## src/rtl/router_fsm.sv

```systemverilog
// Packet-sequencing controller for the 1x3 router: tracks header/payload/parity
// progress and FIFO status, and emits Moore strobes for router_reg and FIFO writes.
module router_fsm (
  input  logic       clock,
  input  logic       resetn,
  input  logic       pkt_valid,
  input  logic [1:0] data_in,
  input  logic       fifo_full,
  input  logic       fifo_empty_0,
  input  logic       fifo_empty_1,
  input  logic       fifo_empty_2,
  input  logic       soft_reset_0,
  input  logic       soft_reset_1,
  input  logic       soft_reset_2,
  input  logic       parity_done,
  input  logic       low_pkt_valid,
  output logic       write_enb_reg,
  output logic       detect_add,
  output logic       lfd_state,
  output logic       ld_state,
  output logic       laf_state,
  output logic       full_state,
  output logic       rst_int_reg,
  output logic       busy
);

  typedef enum logic [2:0] {
    DECODE_ADDRESS     = 3'd0,
    LOAD_FIRST_DATA    = 3'd1,
    LOAD_DATA          = 3'd2,
    FIFO_FULL_STATE    = 3'd3,
    LOAD_AFTER_FULL    = 3'd4,
    LOAD_PARITY        = 3'd5,
    CHECK_PARITY_ERROR = 3'd6,
    WAIT_TILL_EMPTY    = 3'd7
  } state_t;

  state_t     state_reg, state_next;
  logic [1:0] addr_reg, addr_next;
  logic [1:0] sel_addr;
  logic       sel_empty;
  logic       sel_soft_reset;

  // While decoding, the header byte itself picks the FIFO; afterwards the latched address does.
  assign sel_addr = (state_reg == DECODE_ADDRESS) ? data_in : addr_reg;

  always_comb begin
    sel_empty      = 1'b0;
    sel_soft_reset = 1'b0;
    case (sel_addr)
      2'd0: begin
        sel_empty      = fifo_empty_0;
        sel_soft_reset = soft_reset_0;
      end
      2'd1: begin
        sel_empty      = fifo_empty_1;
        sel_soft_reset = soft_reset_1;
      end
      2'd2: begin
        sel_empty      = fifo_empty_2;
        sel_soft_reset = soft_reset_2;
      end
      default: begin
        sel_empty      = 1'b0;
        sel_soft_reset = 1'b0;
      end
    endcase
  end

  always_ff @(posedge clock) begin
    if (!resetn) begin
      state_reg <= DECODE_ADDRESS;
      addr_reg  <= 2'd0;
    end else begin
      state_reg <= state_next;
      addr_reg  <= addr_next;
    end
  end

  always_comb begin
    state_next = state_reg;
    addr_next  = addr_reg;
    if (state_reg != DECODE_ADDRESS && sel_soft_reset) begin
      state_next = DECODE_ADDRESS;
    end else begin
      case (state_reg)
        DECODE_ADDRESS: begin
          if (pkt_valid) begin
            addr_next = data_in;
            if (data_in != 2'd3)
              state_next = sel_empty ? LOAD_FIRST_DATA : WAIT_TILL_EMPTY;
          end
        end
        LOAD_FIRST_DATA: state_next = LOAD_DATA;
        LOAD_DATA: begin
          // A full FIFO stalls the packet even when pkt_valid has already dropped.
          if (fifo_full)       state_next = FIFO_FULL_STATE;
          else if (!pkt_valid) state_next = LOAD_PARITY;
        end
        FIFO_FULL_STATE: begin
          if (!fifo_full) state_next = LOAD_AFTER_FULL;
        end
        LOAD_AFTER_FULL: begin
          if (parity_done)        state_next = DECODE_ADDRESS;
          else if (low_pkt_valid) state_next = LOAD_PARITY;
          else                    state_next = LOAD_DATA;
        end
        LOAD_PARITY:        state_next = CHECK_PARITY_ERROR;
        CHECK_PARITY_ERROR: state_next = fifo_full ? FIFO_FULL_STATE : DECODE_ADDRESS;
        WAIT_TILL_EMPTY: begin
          if (sel_empty) state_next = LOAD_FIRST_DATA;
        end
        default: state_next = DECODE_ADDRESS;
      endcase
    end
  end

  assign detect_add    = (state_reg == DECODE_ADDRESS);
  assign lfd_state     = (state_reg == LOAD_FIRST_DATA);
  assign ld_state      = (state_reg == LOAD_DATA);
  assign laf_state     = (state_reg == LOAD_AFTER_FULL);
  assign full_state    = (state_reg == FIFO_FULL_STATE);
  assign rst_int_reg   = (state_reg == CHECK_PARITY_ERROR);
  assign write_enb_reg = ld_state | laf_state | (state_reg == LOAD_PARITY);
  assign busy          = ~(detect_add | ld_state);

endmodule
```

## config.mk

```make
export PLATFORM = sky130hd
export DESIGN_NAME = router_fsm
export DESIGN_NICKNAME = d
export VERILOG_FILES = /design/src/rtl/router_fsm.sv
export SDC_FILE = /design/constraint.sdc
export NUM_CORES = 1
export LEC_CHECK = 0
export CORE_MARGIN = 2
export CORE_UTILIZATION = 25
export DETAILED_ROUTE_END_ITERATION = 8
export GPL_ROUTABILITY_DRIVEN = 0
export PLACE_DENSITY = 0.51
export SLEW_MARGIN = 15
export SYNTH_ARGS = -nofsm -noshare
export SYNTH_HDL_FRONTEND = slang
export SYNTH_SLANG_ARGS = --single-unit
```

## constraint.sdc

```tcl
create_clock -name clock -period 3.25 [get_ports clock]
set_input_delay 0.975 -clock clock [delete_from_list [all_inputs] [get_ports clock]]
set_output_delay 0.975 -clock clock [all_outputs]
set_load 0.01 [all_outputs]
```

==> impl_metrics.toml <==
[sta]
final_max_slew_viol_count = 0
layout_setup_ws_ps = 373
max_freq_mhz = 348
fin_skew_ps = 0.946
tightest_slew_ps = 647
final_hold_viol_count = 0
period_minus_slack_ps = 2880
final.setup.tns_ps = 0
period_share = 0.885
rsz0062_at_grt = "no"
maxSlewHeadroom = 0.568
finalSetupViolations = 0

[drt]
dr.pass1.iters = 2
ant_nets = 0
via_per_inst = 4.97
wl_per_cell_um = 12.6
totalWireLength_mm = 1.50
drtIter0Drc = 3
num_vias = 592
drc_errors = 0

[clock_network]
clock_tree.htree_level_count = 1
insertion_delay_ps = 240
cts_buffer_depth = 2
clk_pin_slew_ps = 50
cts_tree = "done"
cts_setup_buffers = 0
hold_buffers = 0
ctsResizeCount = 0
cts_sinks = 5
cts_made_buffers = 3
cts_root_buffer = "clkbuf_4"

[synthesis]
netlist_area_sq_um = 549
ys_seq_area_frac = 0.182
ys_ff_latch = 5
synth_edf_count = 0
synthCells = 72
async_flop_share = 0
ys_warn_count = 0
synthesis.nets = 86
synthFlopType = "dfxtp_1"
synth_area_per_cell_sq_um = 7.63
ys_types = 36

[global_route]
grt_pass1_wl_mm = 2.49
gr-usage-all-layers = 0.128
antenna_found_initial = 0
grt_max_degree = 19
overflow = 0
grt_pass1_vias = 578

[outcome]
status = "completed"

[critical_path]
cp_num_buf_inv = 1
worstPathRequired_ps = 2270
crit_path_end_kind = "output port"
crit_chain = "nand2b_1 -> o21ai_0 -> clkdlybuf4s50_1"
crit_path_max_fanout = 18
crit_type = "reg2out"
slowest_stage = "dfxtp_1"
slowest_delay_ps = 730
critical-path-top-delay-family = "flip-flops"
reg2reg_slack_ps = 1530
cp-start-kind = "register"
crit_arrival_ps = 1900

[power_and_ir_drop]
power-per-cell-area_nw_per_um2 = 842
leakage_uw = 0.000284
ir_drop_mv = 0.331

[floorplanning]
fp.dieW_um = 50.9
die-area_sq_um = 2590
core.rowCount = 16
core_area_sq_um = 2020
io_pins = 22
die_y_um = 50.9
start_util = 0.272

[hold_path]
hp-class = "reg2reg"

[placement]
dpl.cell_count = 115
port_buffers = 21
dp.final_hpwl_mm = 1.08
dp_slack_ps = 700

[final_layout]
final_cells = 119
diodes = 0
drive_above_1_share = 0.130
largest_register_ff_count = 3
layout.nets = 107
syn_to_final_growth_pct = 43.5

[run]
maxCapViolCount = 0
synthesized netlist by cell type (all sizes together), types with 3 or more instances:
master / count / area (sq um)
inv: 3 / 11.3
nand2: 5 / 18.8
mux2: 3 / 33.8
nor3: 3 / 26.3
nand3: 3 / 15.0
a21oi: 3 / 15.0
buf: 3 / 23.8
dfxtp: 5 / 100
o21ai: 6 / 30.0
nor2: 6 / 22.5
nand2b: 3 / 18.8
worst paths after layout:
kind / cells past startpoint / start / endpoint
setup / recovery: 3 / state_reg[1]$_SDFFE_PP0P_ / write_enb_reg
hold / removal: 2 / addr_reg[0]$_SDFFE_PN0P_ / addr_reg[0]$_SDFFE_PN0P_
hold reg to reg: 2 / addr_reg[0]$_SDFFE_PN0P_ / addr_reg[0]$_SDFFE_PN0P_
setup reg to reg: 4 / state_reg[1]$_SDFFE_PP0P_ / state_reg[1]$_SDFFE_PP0P_
tightest hold or removal path, cell delays in order, from the launching register on:
cell and delay (ps):
dfxtp_1 340, nand2_1 60, a21boi_0 70
layer usage:
layer	vias up	GRT usage	routed length, um
li1	309	-	-
met1	259	0.158	759
met2	22	0.206	630
met3	2	0.0380	97
met4	0	0.0541	17
met5	-	0	0
layout by cell type, fill, tap and decap left out:
cell type,count
nor4bb_1,1
xor2_1,1
a2bb2oi_1,1
nor4b_1,1
dfxtp_1,5
o31ai_1,1
a21bo_2,1
a211oi_2,2
inv_1,3
a21boi_0,2
nor3_4,1
nor2_1,6
clkbuf_4,3
o31a_1,2
and3_1,2
a21oi_1,3
or3b_4,1
nor2b_1,1
nand3b_1,2
nand3_1,3
a22oi_1,2
nor3_1,2
nand2_1,5
nor3b_1,1
o221ai_1,1
mux2_2,3
clkbuf_1,1
o2111ai_1,1
a221oi_1,1
clkdlybuf4s50_1,21
o21ai_0,6
o22ai_1,1
nand2b_1,3
or2_2,1
and3b_1,1
cell type report:
type | count | area [sq um]
Fill cell | 210 | 1230
Multi-Input combinational cell | 59 | 407
Timing Repair Buffer | 21 | 210
Sequential cell | 5 | 100
Tap cell | 27 | 33.8
Clock buffer | 4 | 26.3
Inverter | 3 | 11.3
through the flow:
step	hold WS (ps)	total power (uW)	util	cell area, sq um
finish	521	663	0.390	788
global route	573	730	0.390	788
CTS	532	674	0.390	788
detailed placement	524	594	0.377	762
global placement	524	598	0.377	762
floorplan	475	451	-	549
power by group:
group / total (uW) / leakage (uW) / internal [uW] / switching, uW
clock: 72.9 / 0.0000150 / 46.5 / 26.4
combinational: 423 / 0.000228 / 237 / 187
sequential: 167 / 0.0000411 / 84.1 / 83.1
cells by family (layout without fill, tap and decap cells):
group,Yosys count,after routing,synth area share
buf+inv,8,28,0.0774
xor+xnor,1,1,0.0159
simple gates,31,31,0.342
mux,3,3,0.0615
flops,5,5,0.182
compound gates,24,24,0.321
Power figures use the tool's default switching activity.
